$ cat config.mk
export PLATFORM = sky130hd
export DESIGN_NAME = axis_output_arbiter
export DESIGN_NICKNAME = d
export VERILOG_FILES = /design/src/rtl/axis_output_arbiter.sv
export SDC_FILE = /design/constraint.sdc
export NUM_CORES = 1
export LEC_CHECK = 0
export BUFFER_PORTS_ARGS = -buffer_cell sky130_fd_sc_hd__buf_2
export CAP_MARGIN = 20
export CORE_MARGIN = 2
export CORE_UTILIZATION = 41
export CTS_BUF_LIST = sky130_fd_sc_hd__clkbuf_8
export DETAILED_ROUTE_END_ITERATION = 10
export MAX_ROUTING_LAYER = met4
export PLACE_DENSITY = 0.7
export SLEW_MARGIN = 20
export SYNTH_ARGS = -nofsm -noshare
export SYNTH_HDL_FRONTEND = slang
export SYNTH_SLANG_ARGS = --single-unit
$ cat constraint.sdc
create_clock -name clk_i -period 4.05 [get_ports clk_i]
set_input_delay 0.81 -clock clk_i [delete_from_list [all_inputs] [get_ports clk_i]]
set_output_delay 0.81 -clock clk_i [all_outputs]
set_load 0.05 [all_outputs]
$ cat src/rtl/axis_output_arbiter.sv
// Per-output-channel packet arbiter: round-robin grant among routed candidate streams,
// grant locked until TLAST, output through a 2-entry registered skid buffer.
// Stream vectors are flat: each channel slot is {TVALID, TID, TDATA, TDEST, TUSER, TLAST}.
module axis_output_arbiter #(
  parameter int DATA_WIDTH           = 32,
  parameter int ID_WIDTH             = 4,
  parameter int DEST_WIDTH           = 4,
  parameter int USER_WIDTH           = 4,
  parameter int CHANNEL_NUMBER       = 5,
  parameter int CHANNEL_NUMBER_WIDTH = $clog2(CHANNEL_NUMBER),
  parameter logic [ID_WIDTH-1:0] ROUTING_HEADER = '0,
  localparam int PAYLOAD_WIDTH = ID_WIDTH + DATA_WIDTH + DEST_WIDTH + USER_WIDTH + 1,
  localparam int MOSI_WIDTH    = PAYLOAD_WIDTH + 1
) (
  input  logic                                 clk_i,
  input  logic                                 rst_i,
  input  logic [CHANNEL_NUMBER*MOSI_WIDTH-1:0] in_mosi_i,
  output logic [CHANNEL_NUMBER-1:0]            in_miso_o,
  output logic [MOSI_WIDTH-1:0]                out_mosi_o,
  input  logic                                 out_miso_i
);

  typedef enum logic [0:0] {
    S_IDLE   = 1'b0,
    S_LOCKED = 1'b1
  } state_t;

  state_t                          r_state;
  state_t                          w_state_next;
  logic [CHANNEL_NUMBER_WIDTH-1:0] r_grant;
  logic [CHANNEL_NUMBER_WIDTH-1:0] w_grant_next;
  logic [CHANNEL_NUMBER_WIDTH-1:0] r_rr_ptr;
  logic [CHANNEL_NUMBER_WIDTH-1:0] w_rr_ptr_next;
  logic [CHANNEL_NUMBER_WIDTH-1:0] w_pick;
  logic                            w_pick_valid;

  logic [CHANNEL_NUMBER-1:0] w_in_valid;
  logic [CHANNEL_NUMBER-1:0] w_req;
  logic [PAYLOAD_WIDTH-1:0]  w_in_payload [CHANNEL_NUMBER];
  logic [PAYLOAD_WIDTH-1:0]  w_sel_payload;
  logic                      w_sel_valid;

  logic [PAYLOAD_WIDTH-1:0] r_buf0;
  logic [PAYLOAD_WIDTH-1:0] r_buf1;
  logic [1:0]               r_count;
  logic [1:0]               w_count_next;
  logic                     r_space;
  logic                     r_out_valid;
  logic                     w_push;
  logic                     w_pop;
  logic                     w_last_accept;

  // Unpack flat candidate streams; only header beats may request a grant.
  always_comb begin
    for (int i = 0; i < CHANNEL_NUMBER; i++) begin
      w_in_valid[i]   = in_mosi_i[i*MOSI_WIDTH + PAYLOAD_WIDTH];
      w_in_payload[i] = in_mosi_i[i*MOSI_WIDTH +: PAYLOAD_WIDTH];
      w_req[i]        = w_in_valid[i] &&
                        (w_in_payload[i][PAYLOAD_WIDTH-1 -: ID_WIDTH] == ROUTING_HEADER);
    end
    w_sel_payload = w_in_payload[r_grant];
    w_sel_valid   = w_in_valid[r_grant];
  end

  // Round-robin pick: scan from rr_ptr downward in loop order so the nearest requester wins last.
  always_comb begin
    int idx;
    w_pick_valid = 1'b0;
    w_pick       = '0;
    for (int k = CHANNEL_NUMBER - 1; k >= 0; k--) begin
      idx = int'(r_rr_ptr) + k;
      if (idx >= CHANNEL_NUMBER) begin
        idx = idx - CHANNEL_NUMBER;
      end else begin
        idx = idx;
      end
      if (w_req[idx]) begin
        w_pick_valid = 1'b1;
        w_pick       = CHANNEL_NUMBER_WIDTH'(idx);
      end else begin
        w_pick_valid = w_pick_valid;
      end
    end
  end

  assign w_push        = (r_state == S_LOCKED) && w_sel_valid && r_space;
  assign w_pop         = r_out_valid && out_miso_i;
  assign w_last_accept = w_push && w_sel_payload[0];

  // Arbitration FSM next state and per-input ready decode.
  always_comb begin
    w_state_next  = r_state;
    w_grant_next  = r_grant;
    w_rr_ptr_next = r_rr_ptr;
    in_miso_o     = '0;
    case (r_state)
      S_IDLE: begin
        if (w_pick_valid) begin
          w_grant_next = w_pick;
          w_state_next = S_LOCKED;
        end else begin
          w_state_next = S_IDLE;
        end
      end
      S_LOCKED: begin
        in_miso_o[r_grant] = r_space;
        if (w_last_accept) begin
          w_rr_ptr_next = (r_grant == CHANNEL_NUMBER_WIDTH'(CHANNEL_NUMBER - 1)) ?
                          '0 : r_grant + CHANNEL_NUMBER_WIDTH'(1);
          w_state_next  = S_IDLE;
        end else begin
          w_state_next = S_LOCKED;
        end
      end
      default: begin
        w_state_next = S_IDLE;
      end
    endcase
  end

  // FSM, grant and round-robin pointer registers.
  always_ff @(posedge clk_i or posedge rst_i) begin
    if (rst_i) begin
      r_state  <= S_IDLE;
      r_grant  <= '0;
      r_rr_ptr <= '0;
    end else begin
      r_state  <= w_state_next;
      r_grant  <= w_grant_next;
      r_rr_ptr <= w_rr_ptr_next;
    end
  end

  // Skid buffer occupancy.
  always_comb begin
    case ({w_push, w_pop})
      2'b10:   w_count_next = r_count + 2'd1;
      2'b01:   w_count_next = r_count - 2'd1;
      default: w_count_next = r_count;
    endcase
  end

  // Skid buffer storage; the head entry is cleared when it empties so the output reads zero.
  always_ff @(posedge clk_i or posedge rst_i) begin
    if (rst_i) begin
      r_buf0      <= '0;
      r_buf1      <= '0;
      r_count     <= 2'd0;
      r_space     <= 1'b1;
      r_out_valid <= 1'b0;
    end else begin
      r_count     <= w_count_next;
      r_space     <= (w_count_next != 2'd2);
      r_out_valid <= (w_count_next != 2'd0);
      case ({w_push, w_pop})
        2'b10: begin
          if (r_count == 2'd0) begin
            r_buf0 <= w_sel_payload;
          end else begin
            r_buf1 <= w_sel_payload;
          end
        end
        2'b01: begin
          r_buf0 <= (r_count == 2'd2) ? r_buf1 : '0;
          r_buf1 <= '0;
        end
        2'b11: begin
          r_buf0 <= w_sel_payload;
        end
        default: begin
          r_buf0 <= r_buf0;
        end
      endcase
    end
  end

  assign out_mosi_o = {r_out_valid, r_buf0};

endmodule

==> impl_metrics.json <==
{
  "status": "finished, final reports clean",
  "numClockSinks": 101,
  "yosysMostFrequentCell": "nand2_1",
  "num_antenna_cells": 0,
  "tns_ns": 0,
  "vdd_drop_max_v": 0.000444,
  "boundaryPins": 284,
  "clk_pin_slew_worst_paths_ns": 0.10,
  "grt_pass1_wl_mm": 34.9,
  "clk-insertion-delay-late_ns": 0.37,
  "cts_root_buf": "clkbuf_8",
  "antenna_found_initial": 0,
  "cts_tree": "yes",
  "place_congestion": 0.987,
  "power_density_mw_per_mm2": 844,
  "synth.net_count": 1034,
  "fp.dieH_um": 134,
  "cp-end-kind": "register",
  "ys_types": 63,
  "synth_edf_count": 0,
  "drt_pass1_iterations": 4,
  "yosys-top-cells-count": "nand2_1 (149), nor2_1 (105), a21oi_1 (102)",
  "fmaxAchievable_mhz": 286,
  "drtIter0Drc": 471,
  "cts_buffers": 9,
  "cpPeakStageDelay_ns": 0.49,
  "fin_crit_sh_pct": 86.4,
  "worstMarginPinSlew_ns": 0.804,
  "die_w_um": 134,
  "synthSimpleGateAreaFrac_pct": 19.6,
  "drc": 0,
  "synth_top_family_by_area": "simple AND/OR/NAND/NOR gates",
  "nets": 1284,
  "design.die.area_mm2": 0.0181,
  "drive_above_1_share_pct": 37.1,
  "hold_path_class": "register to register",
  "start_util_pct": 42.1,
  "start_kind": "register",
  "yosys_warnings": 0,
  "hold_violations": 0,
  "dp_hpwl_mm": 16.8,
  "grt_max_degree": 91,
  "setup_violations": 0,
  "synthCells": 783,
  "gr-usage-all-layers_pct": 25.4,
  "via_count": 6911,
  "synth_area_leaders": "dfrtp_1 (36%), mux4_2 (14%), nand2_1 (8.0%)",
  "period_minus_slack_ns": 3.50,
  "portBuffers": 283,
  "ff2ff_setup_slack_ns": 0.55,
  "leakage_nw": 4.29,
  "ys_seq_area_share_pct": 36.3,
  "cts_max_level": 3,
  "synth_compound_area_share_pct": 18.6,
  "synthArstFlopShare_pct": 100,
  "slew_viol_final": 0,
  "overflow": 0,
  "clk_path_buf_depth": 2,
  "cp_data_arrival_time_ns": 3.77,
  "antenna_left": 0,
  "fin_skew_ns": 0.0161,
  "synth_area_mm2": 0.00698,
  "crit_type": "register to register",
  "viasPerCell": 5.49,
  "fp-row-count": 47,
  "synth_mux_area_share_pct": 16.9,
  "maxCapViolations": 0,
  "final_util_pct": 52.9,
  "required_ns": 4.31,
  "ys.flop_type": "dfrtp_1",
  "cp_top_family": "compound AO/OA/AOI/OAI gates",
  "cp_cell_sequence": "inv_1 > ha_1 > inv_1 > ha_1 > a211oi_1 > a2bb2oi_1 > mux2i_1 > mux2_2 > o2111ai_1 > o41ai_4 > nor2_1 > a22o_1",
  "fp.coreArea_mm2": 0.0166,
  "cp_num_buf_inv": 2,
  "slew_headroom_pct": 46.4,
  "synth-xor-area-share_pct": 0.969,
  "syn2layout_area_growth_pct": 25.7,
  "post-synth-top-area-cell": "dfrtp_1",
  "cts_setup_buffers": 0,
  "slowest_stage": "dfrtp_1",
  "wl_per_cell_um": 18.1,
  "rsz0062_at_grt": "no",
  "synthAdderAreaFrac_pct": 3.23,
  "grt_pass1_vias": 6630,
  "syn_area_per_cell_um2": 8.91,
  "synth_top_area_share_pct": 35.9,
  "power_mw": 7.40,
  "crit_fanout": 10,
  "drt-total-wl_mm": 22.7,
  "hold_buffers": 0,
  "ctsResizeCount": 0,
  "synth_seq_cells": 101
}
[metal layers]
metal / wire length (um) / GRT usage (%) / up-vias
met1: 10100 / 33.9 / 3342
met2: 11100 / 41.4 / 243
met5: 0 / - / -
met4: 288 / 4.91 / 0
li1: - / - / 3305
met3: 1310 / 3.93 / 21
[cell type report]
| class | count | area (um2) |
|---|---|---|
| fillers | 1579 | 7820 |
| clock inverters | 5 | 33.8 |
| flip-flops and latches | 101 | 2530 |
| clock buffers | 11 | 151 |
| well taps | 220 | 275 |
| multi-input cells | 609 | 4170 |
| repair buffers | 296 | 1540 |
| inverters | 16 | 62.6 |
[cells by family after synthesis]
group | count (synthesis)
simple gates | 320
fa+ha+maj | 18
mux | 62
buf+inv | 73
flops | 101
compound gates | 203
xor+xnor | 6
[registers in the layout, indices dropped and copies added (netlist names)]
name	flops
r_buf0	45
r_buf1	45
r_count	2
r_grant	3
r_out_valid	1
r_rr_ptr	3
r_space	1
r_state	1
[worst min-delay path, delay by kind of cell, from the launching register on]
family	cells	cell delay [ns]
flops	1	0.35
simple gates	2	0.10
[per-stage QoR]
| stage | hold slack, ns | area [um2] | instances | setup WS, ns |
|---|---|---|---|---|
| 3_5_place_dp | 0.462 | 8580 | 1242 | 0.564 |
| 4_1_cts | 0.487 | 8760 | 1258 | 0.544 |
| 2_1_floorplan | 0.446 | 6980 | 783 | 0.595 |
| 6_report | 0.482 | 8760 | 1258 | 0.550 |
| 5_1_grt | 0.500 | 8760 | 1258 | 0.308 |
| 3_3_place_gp | 0.457 | 8580 | 1242 | 0.672 |
[power by group]
group / leakage [nW] / total (mW) / internal (mW) / switching (mW)
Combinational: 2.98 / 4.92 / 1.69 / 3.23
Clock: 0.0971 / 0.618 / 0.258 / 0.360
Sequential: 1.22 / 1.86 / 1.51 / 0.356
Total: 4.29 / 7.40 / 3.45 / 3.95
[worst paths after layout]
path,start,endpoint,cells after the start
setup / recovery,r_rr_ptr[1]$_DFFE_PP0P_,r_grant[0]$_DFFE_PP0P_,12
hold / removal,r_buf1[35]$_DFFE_PP0P_,r_buf1[35]$_DFFE_PP0P_,2
setup reg to reg,r_rr_ptr[1]$_DFFE_PP0P_,r_grant[0]$_DFFE_PP0P_,12
hold reg to reg,r_buf1[35]$_DFFE_PP0P_,r_buf1[35]$_DFFE_PP0P_,2
max in group asynchronous,rst_i,r_space$_DFF_PP1_,3
min in group asynchronous,rst_i,r_buf0[17]$_DFFE_PP0P_,2
[placed cells by master (no fill, tap or decap), types with 8 or more instances in the layout]
master / synthesis / layout
a21oi_1: 102 / 102
a22oi_1: 45 / 45
buf_2: 8 / 283
buf_4: 1 / 11
clkbuf_8: 0 / 11
dfrtp_1: 100 / 98
ha_1: 18 / 17
inv_1: 15 / 14
mux2i_1: 14 / 14
mux4_2: 44 / 44
nand2_1: 149 / 149
nand2b_1: 8 / 8
nand3_1: 8 / 8
nor2_1: 105 / 105
nor4_1: 9 / 9
o21ai_0: 15 / 15
Note: power is estimated with default switching activity, not from simulation.
